==> src/rtl/watchdog_pkg.sv <==
// rtl/watchdog_pkg.sv - shared constants for the watchdog timer
// Purpose: default sizing and the idle levels of the serial load pins,
//          shared by the top level and its synchronizers.
// Ports:   none (package).
package watchdog_pkg;

  localparam int WIDTH_DEFAULT       = 32;
  localparam int SYNC_STAGES_DEFAULT = 2;

  // Idle levels of the serial interface; synchronizers and edge
  // history flops reset to these so no edge is seen after reset.
  localparam logic SCLK_IDLE = 1'b1;
  localparam logic SEL_IDLE  = 1'b0;
  localparam logic IN_IDLE   = 1'b0;

endpackage

==> src/rtl/watchdog_timer_sync_ff.sv <==
// rtl/watchdog_timer_sync_ff.sv - N-stage synchronizer with a reset value
// Purpose: brings one asynchronous pin into the clk domain.
// Ports:
//   clk - system clock
//   rst - synchronous active-high reset, loads RST_VAL into every stage
//   d   - asynchronous input
//   q   - synchronized output (last stage)
module sync_ff #(
  parameter int   STAGES  = 2,
  parameter logic RST_VAL = 1'b0
) (
  input  logic clk,
  input  logic rst,
  input  logic d,
  output logic q
);

  logic [STAGES-1:0] stage_q;
  logic [STAGES-1:0] stage_d;

  always_comb begin
    stage_d = {stage_q[STAGES-2:0], d};
  end

  always_ff @(posedge clk) begin
    if (rst) begin
      stage_q <= {STAGES{RST_VAL}};
    end else begin
      stage_q <= stage_d;
    end
  end

  assign q = stage_q[STAGES-1];

endmodule

==> src/rtl/watchdog_timer.sv <==
// rtl/watchdog_timer.sv - programmable periodic watchdog timer with serial load
// Purpose: a WIDTH-bit period ("top") is shifted in MSB first over a slow
//          3-wire interface; the block then pulses woof every top+1 cycles.
// Ports:
//   clk  - system clock
//   rst  - synchronous active-high reset
//   sclk - serial clock (async, idle high), data taken on its rising edge
//   in   - serial data, MSB first
//   sel  - frame enable, high for the whole frame, falling edge commits
//   woof - registered single-cycle timeout pulse
module watchdog_timer
  import watchdog_pkg::*;
#(
  parameter int WIDTH       = WIDTH_DEFAULT,
  parameter int SYNC_STAGES = SYNC_STAGES_DEFAULT
) (
  input  logic clk,
  input  logic rst,
  input  logic sclk,
  input  logic in,
  input  logic sel,
  output logic woof
);

  logic sclk_sync;
  logic in_sync;
  logic sel_sync;

  sync_ff #(.STAGES(SYNC_STAGES), .RST_VAL(SCLK_IDLE)) u_sync_sclk (
    .clk(clk), .rst(rst), .d(sclk), .q(sclk_sync)
  );
  sync_ff #(.STAGES(SYNC_STAGES), .RST_VAL(IN_IDLE)) u_sync_in (
    .clk(clk), .rst(rst), .d(in), .q(in_sync)
  );
  sync_ff #(.STAGES(SYNC_STAGES), .RST_VAL(SEL_IDLE)) u_sync_sel (
    .clk(clk), .rst(rst), .d(sel), .q(sel_sync)
  );

  logic             sclk_hist_q, sclk_hist_d;
  logic             sel_hist_q,  sel_hist_d;
  logic [WIDTH-1:0] shift_q, shift_d;
  logic [WIDTH-1:0] top_q,   top_d;
  logic [WIDTH-1:0] count_q, count_d;
  logic             woof_q,  woof_d;

  logic sclk_rise;
  logic sel_rise;
  logic sel_fall;

  always_comb begin
    sclk_rise   = sclk_sync & ~sclk_hist_q;
    sel_rise    = sel_sync & ~sel_hist_q;
    sel_fall    = ~sel_sync & sel_hist_q;
    sclk_hist_d = sclk_sync;
    sel_hist_d  = sel_sync;

    shift_d = shift_q;
    top_d   = top_q;
    count_d = count_q;
    woof_d  = 1'b0;

    // A new frame starts from zero so short frames come out right-aligned.
    if (sel_rise) begin
      shift_d = '0;
    end else if (sclk_rise && sel_sync) begin
      shift_d = {shift_q[WIDTH-2:0], in_sync};
    end

    // Commit wins over the compare: the old period never fires on the
    // cycle the new one is taken. During a frame the timer is paused.
    if (sel_fall) begin
      top_d   = shift_q;
      count_d = '0;
    end else if (sel_sync || (top_q == '0)) begin
      count_d = '0;
    end else if (count_q == top_q) begin
      count_d = '0;
      woof_d  = 1'b1;
    end else begin
      count_d = count_q + WIDTH'(1);
    end
  end

  always_ff @(posedge clk) begin
    if (rst) begin
      sclk_hist_q <= SCLK_IDLE;
      sel_hist_q  <= SEL_IDLE;
      shift_q     <= '0;
      top_q       <= '0;
      count_q     <= '0;
      woof_q      <= 1'b0;
    end else begin
      sclk_hist_q <= sclk_hist_d;
      sel_hist_q  <= sel_hist_d;
      shift_q     <= shift_d;
      top_q       <= top_d;
      count_q     <= count_d;
      woof_q      <= woof_d;
    end
  end

  assign woof = woof_q;

endmodule

==> config.mk <==
export PLATFORM = sky130hd
export DESIGN_NAME = watchdog_timer
export DESIGN_NICKNAME = d
export VERILOG_FILES = /design/src/rtl/watchdog_pkg.sv /design/src/rtl/watchdog_timer_sync_ff.sv /design/src/rtl/watchdog_timer.sv
export SDC_FILE = /design/constraint.sdc
export NUM_CORES = 1
export LEC_CHECK = 0
export BUFFER_PORTS_ARGS = -buffer_cell sky130_fd_sc_hd__buf_2
export CELL_PAD_IN_SITES_DETAIL_PLACEMENT = 0
export CELL_PAD_IN_SITES_GLOBAL_PLACEMENT = 2
export CORE_ASPECT_RATIO = 0.75
export CORE_MARGIN = 4
export CORE_UTILIZATION = 38
export DETAILED_ROUTE_END_ITERATION = 10
export GPL_ROUTABILITY_DRIVEN = 0
export PLACE_DENSITY_LB_ADDON = 0.05
export SYNTH_ARGS = -nofsm -noshare
export SYNTH_HDL_FRONTEND = slang
export SYNTH_HIERARCHICAL = 1
export SYNTH_SLANG_ARGS = --single-unit
export TNS_END_PERCENT = 10
==> constraint.sdc <==
create_clock -name clk -period 1.9 [get_ports clk]
set_input_delay 0.19 -clock clk [delete_from_list [all_inputs] [get_ports clk]]
set_output_delay 0.19 -clock clk [all_outputs]
set_load 0.03 [all_outputs]
==> impl_metrics.tcl, run 1 <==
set metrics [dict create \
    status "finished clean" \
    pin_count 6 \
    final-hold-violation-count 0 \
    r2r_cells 5 \
    slew_violations 0 \
    drc_errors 0 \
    syn_area_um2 4280 \
    cts.repair.resized 0 \
    dpl_cell_area_um2 4570 \
    max_freq_mhz 561 \
    crit_start "count_q[17]$_SDFF_PP0_" \
    regArea_um2 2100 \
    syn_inst 510 \
    synth.distinct_cells 38 \
    yosysWarnings 6 \
    antenna_left 0 \
    r2r_end "count_q[28]$_SDFF_PP0_" \
    final_cell_area_um2 4870 \
    synthFlopType "dfxtp_1" \
    min_period_over_period_pct 93.9 \
    finalClockSkew_ns 0.00913 \
    holdPathStages 2 \
    synthMuxAreaShare_pct 0 \
    p_leak_nw 1.83 \
    layout-drive-gt1-share_pct 10.4 \
    avgSynthCellArea_um2 8.39 \
    yosys.area_share.simple_pct 27.2 \
    viasPerCell 5.04 \
    grt_pass1_vias 3298 \
    antennaDiodeCount 0 \
    dp_hpwl_um 7420 \
    overflow 0 \
    synth_top_family_by_area "simple AND/OR/NAND/NOR gates" \
    cp-endpoint "count_q[28]$_SDFF_PP0_" \
    crit_path_start_kind "register" \
    async_reset_ff_share_pct 0 \
    io_buffer_count 5 \
    syn_nets 516 \
    crit_path_end_kind "register" \
    cts_tree "done" \
    powerDensity_nw_per_um2 842 \
    grt_pass1_wl_um 17700 \
    routed_wl_um 10800 \
    synth_edf_count 0 \
    synth_compound_area_share_pct 8.42 \
    hold_slack_ns 0.0286 \
    arrival_ns 2.02 \
    layout_common_cells "nand2_1, dfxtp_1, a21oi_1, xor2_1, nor2_1" \
    rows 33 \
    crit_type "register to register" \
    final_nets 530 \
    hold_class "input port to register" \
    rrSetupSlack_ns 0.12 \
    vias 3369 \
    setup_violations 0 \
    cts_root_buf "clkbuf_16" \
    cts.sinks 105 \
    h-tree-depth 3 \
    path_clk_slew_ns 0.07 \
    die-area_um2 13000 \
    area_growth_syn_to_layout_pct 13.7 \
    period_needed_ns 1.78 \
    seq_area_frac_synth_pct 49.1 \
    cts_setup_buffers 0 \
    ir_worst_vdd_mv 0.494 \
    antenna_found_initial 0 \
    grt_usage_pct 17.7 \
    yosys.area_share.xor_xnor_pct 12.3 \
    rsz0062_at_grt "no" \
    grt_max_degree 41 \
    holdBufCountCts 0 \
    cts_buffer_depth 2 \
    drtIter0Drc 245 \
    final_common_cell "nand2_1" \
    required_ns 2.14 \
    wl_per_cell_um 16.1 \
    tightest_slew_ns 0.439 \
    synth-adder-area-share_pct 0.292 \
    core_area_um2 11000 \
    multi_input_area_um2 2080 \
    cap_violations 0 \
    utilization_pct 44.3 \
    cp_max_fo 4 \
    fp.dieH_um 99.9 \
    drtPass1Iterations 4 \
    fin_tns_setup_ns 0 \
    clock_latency_ns 0.34 \
    start_util_pct 39.0 \
    die-width_um 131 \
    relSlewSlack_pct 70.7 \
    nFillCells 1147 \
    ys_ff_latch 105 \
    rr_startpoint "count_q[17]$_SDFF_PP0_" \
    numCtsBuffers 9 \
]
==> sequential cells by signal, indices dropped and copies added (netlist names) <==
register and count:
count_q 32, sclk_hist_q 1, sel_hist_q 1, shift_q 32, top_q 32, u_sync_in/stage_q 2
u_sync_sclk/stage_q 2, u_sync_sel/stage_q 2, woof 1
==> stage by stage <==
step           total power (W)  setup WS, ns  std cells
5_1_grt                0.00425        0.0177        669
3_3_place_gp           0.00232        0.0780        653
6_report               0.00410         0.116        669
3_5_place_dp           0.00232        0.0942        653
4_1_cts                0.00416        0.0958        669
2_1_floorplan          0.00230         0.267        510
==> power by group <==
part	switching [W]	internal (W)	total, W
clock	0.000807	0.00102	0.00183
combinational	0.0000474	0.0000138	0.0000612
sequential	0.00000342	0.00221	0.00221
total	0.000858	0.00324	0.00410
==> per-layer routing <==
metal / global-route usage (%) / vias up / wire, um
met4: 4.03 / 0 / 80
met3: 3.67 / 6 / 299
met5: 0 / - / 0
met1: 27.4 / 1616 / 5920
li1: - / 1721 / -
met2: 25.0 / 26 / 4480
==> how the worst min path moves through the flow <==
| stage | start | endpoint | slack (ns) |
|---|---|---|---|
| global route | sclk | u_sync_sclk/stage_q[0]$_SDFF_PP1_ | 0.03 |
| finish | sclk | u_sync_sclk/stage_q[0]$_SDFF_PP1_ | 0.03 |
| floorplan | rst | u_sync_in/stage_q[0]$_SDFF_PP0_ | 0.26 |
| detailed placement | sclk | u_sync_sclk/stage_q[0]$_SDFF_PP1_ | 0.37 |
| global placement | sclk | u_sync_sclk/stage_q[0]$_SDFF_PP1_ | 0.37 |
| CTS | sclk | u_sync_sclk/stage_q[0]$_SDFF_PP1_ | 0.02 |
==> logic make-up after synthesis <==
kind of cell / Yosys count
simple gates: 245
xor+xnor: 60
flops: 105
buf+inv: 28
compound gates: 71
fa+ha+maj: 1
==> synthesized netlist by cell type, types with 2 or more instances <==
cell | n | area (um^2)
and4_1 | 2 | 17.5
o21ai_0 | 2 | 10.0
nor4_1 | 17 | 106
and3_1 | 4 | 25.0
buf_2 | 3 | 15.0
and2_1 | 2 | 12.5
clkbuf_1 | 20 | 75.1
nand4_1 | 14 | 87.6
nor3_1 | 4 | 20.0
nand3_1 | 6 | 30.0
nand4_2 | 2 | 25.0
nor2_1 | 35 | 131
a21oi_1 | 66 | 330
xor2_1 | 48 | 420
xnor2_1 | 12 | 105
or2_1 | 3 | 18.8
dfxtp_1 | 105 | 2100
or3_1 | 2 | 12.5
nor2b_1 | 5 | 31.3
inv_1 | 3 | 11.3
nand2_1 | 138 | 518
==> worst max-delay path, stage by stage, from the launching register on <==
cell and delay (ns):
dfxtp_1 0.46, nand4_2 0.19, or4b_4 0.60, nor4_4 0.24, xnor2_1 0.15, nor2_1 0.05
==> cell type report <==
class	count	area share [%]
Tap cell	140	3.60
Inverter	3	0.231
Clock inverter	5	1.16
Sequential cell	105	43.2
Clock buffer	11	4.78
Multi-Input combinational cell	377	42.7
Timing Repair Buffer	28	4.32
No activity file was read; power rests on OpenSTA's default activity.
==> inputs of run 2 (changes only) <==
==> constraint.sdc (replaced) <==
create_clock -name clk -period 2 [get_ports clk]
set_input_delay 0.2 -clock clk [delete_from_list [all_inputs] [get_ports clk]]
set_output_delay 0.2 -clock clk [all_outputs]
set_load 0.03 [all_outputs]
==> run 2 against run 1 <==
Core utilization about the same. Global-route usage decreased by 0.079 points. Combinational power down 4.4%. Clock-buffer cell count fell by 1. Worst hold slack lost 0.0044 ns. Clock power increased by 11%.
==> impl_metrics.tcl, run 2 (synthesis results as in run 1) <==
set metrics [dict create \
    routed_wl_um 10800 \
    slew_violations 0 \
    viasPerCell 5.07 \
    area_growth_syn_to_layout_pct 13.8 \
    required_ns 2.24 \
    rrSetupSlack_ns 0.20 \
    core_area_um2 11000 \
    relSlewSlack_pct 69.3 \
    powerDensity_nw_per_um2 859 \
    final-hold-violation-count 0 \
    final_common_cell "nand2_1" \
    dp_hpwl_um 7480 \
    fp.dieH_um 99.9 \
    cts_root_buf "clkbuf_16" \
    p_leak_nw 1.83 \
    finalClockSkew_ns 0.00392 \
    clock_latency_ns 0.35 \
    r2r_cells 5 \
    tightest_slew_ns 0.456 \
    grt_usage_pct 17.6 \
    numCtsBuffers 9 \
    hold_class "input port to register" \
    start_util_pct 39.0 \
    cp-endpoint "count_q[28]$_SDFF_PP0_" \
    overflow 0 \
    cts_buffer_depth 2 \
    die-width_um 131 \
    hold_slack_ns 0.0242 \
    max_freq_mhz 555 \
    crit_start "count_q[7]$_SDFF_PP0_" \
    cap_violations 0 \
    reg_top3 "count_q x32, shift_q x32, top_q x32" \
    power.total_w 0.00418 \
    pin_count 6 \
    path_depth 5 \
    layout-drive-gt1-share_pct 9.35 \
    h-tree-depth 3 \
    r2r_end "count_q[28]$_SDFF_PP0_" \
    vias 3365 \
    antennaDiodeCount 0 \
    rr_startpoint "count_q[7]$_SDFF_PP0_" \
    slowest_delay_ns 0.59 \
    fin_tns_setup_ns 0 \
    cp_max_fo 5 \
    rows 33 \
    crit_type "register to register" \
    io_buffer_count 5 \
    antenna_left 0 \
    cpLargestDelayFamily "simple AND/OR/NAND/NOR gates" \
    grt_pass1_vias 3209 \
    drtIter0Drc 216 \
    holdPathStages 2 \
    cp_num_buf_inv 0 \
    holdBufCountCts 0 \
    crit_path_end_kind "register" \
    period_needed_ns 1.80 \
    min_period_over_period_pct 90.0 \
    die-area_um2 13000 \
    ir_worst_vdd_mv 0.417 \
    crit_path_start_kind "register" \
    grt_max_degree 33 \
    drtPass1Iterations 5 \
    rsz0062_at_grt "no" \
    grt_pass1_wl_um 17600 \
    antenna_found_initial 0 \
    cts.sinks 105 \
    final_nets 525 \
    setup_violations 0 \
    cts.repair.resized 0 \
    drc_errors 0 \
    crit_chain "nand4_2 > or4b_4 > nor4_4 > xnor2_1 > nor2_1" \
    cts_setup_buffers 0 \
    critPathSlowestCell "or4b_4" \
    path_clk_slew_ns 0.07 \
    cts_tree "done" \
    arrival_ns 2.04 \
    wl_per_cell_um 16.3 \
    layout_common_cells "nand2_1, dfxtp_1, a21oi_1, xor2_1, nor2_1" \
    status "finished clean" \
]
run 2: changes by cell type in the layout (fill, tap and decap cells not counted):
| cell | change |
|---|---|
| nor4_2 | -2 |
| nor4_1 | +2 |
| bufinv_16 | +2 |
| clkinvlp_4 | -1 |
| clkinv_4 | -1 |
| clkbuf_1 | -1 |
| clkinv_2 | -1 |
| buf_4 | -5 |
| inv_6 | +2 |
run 2: metal layers:
metal  track usage (%)  part of all wire [%]
met1              26.9                    54
met2              23.6                    40
met3              5.96                   4.5
met4              4.03                   1.1
met5                 0                     0
run 2: final cells by class:
cell class / count / area [um^2]
Sequential cell: 105 / 2100
Clock inverter: 6 / 113
Clock buffer: 10 / 229
Timing Repair Buffer: 23 / 173
Tap cell: 140 / 175
Fill cell: 1109 / 6110
Multi-Input combinational cell: 377 / 2070
Inverter: 3 / 11.3
run 2: worst min path at each step:
stage,slack (ns),startpoint,end
4_1_cts,0.01,sclk,u_sync_sclk/stage_q[0]$_SDFF_PP1_
3_3_place_gp,0.38,sclk,u_sync_sclk/stage_q[0]$_SDFF_PP1_
5_1_grt,0.02,sclk,u_sync_sclk/stage_q[0]$_SDFF_PP1_
2_1_floorplan,0.27,rst,u_sync_in/stage_q[0]$_SDFF_PP0_
6_report,0.02,sclk,u_sync_sclk/stage_q[0]$_SDFF_PP1_
3_5_place_dp,0.39,sclk,u_sync_sclk/stage_q[0]$_SDFF_PP1_
run 2: per-stage QoR:
step / instances / setup slack (ns) / instance area [um^2] / utilization, %
after detailed placement: 648 / 0.226 / 4530 / 41.2
after global routing: 664 / 0.0901 / 4870 / 44.3
after global placement: 648 / 0.261 / 4530 / 41.2
final: 664 / 0.200 / 4870 / 44.3
after CTS: 664 / 0.212 / 4870 / 44.3
after floorplan: 510 / 0.367 / 4280 / -
run 2: where the power goes:
group          internal [W]  switching, W   total, W  leakage, nW
sequential          0.00210    0.00000323    0.00210        0.847
combinational     0.0000144     0.0000441  0.0000585        0.818
clock               0.00123      0.000796    0.00203        0.167
total               0.00334      0.000844    0.00418         1.83
run 2: worst register-to-register path, delay by kind of cell (launching register included):
family | cells | cell delay, ns
xor+xnor | 1 | 0.15
flops | 1 | 0.45
simple gates | 4 | 1.09
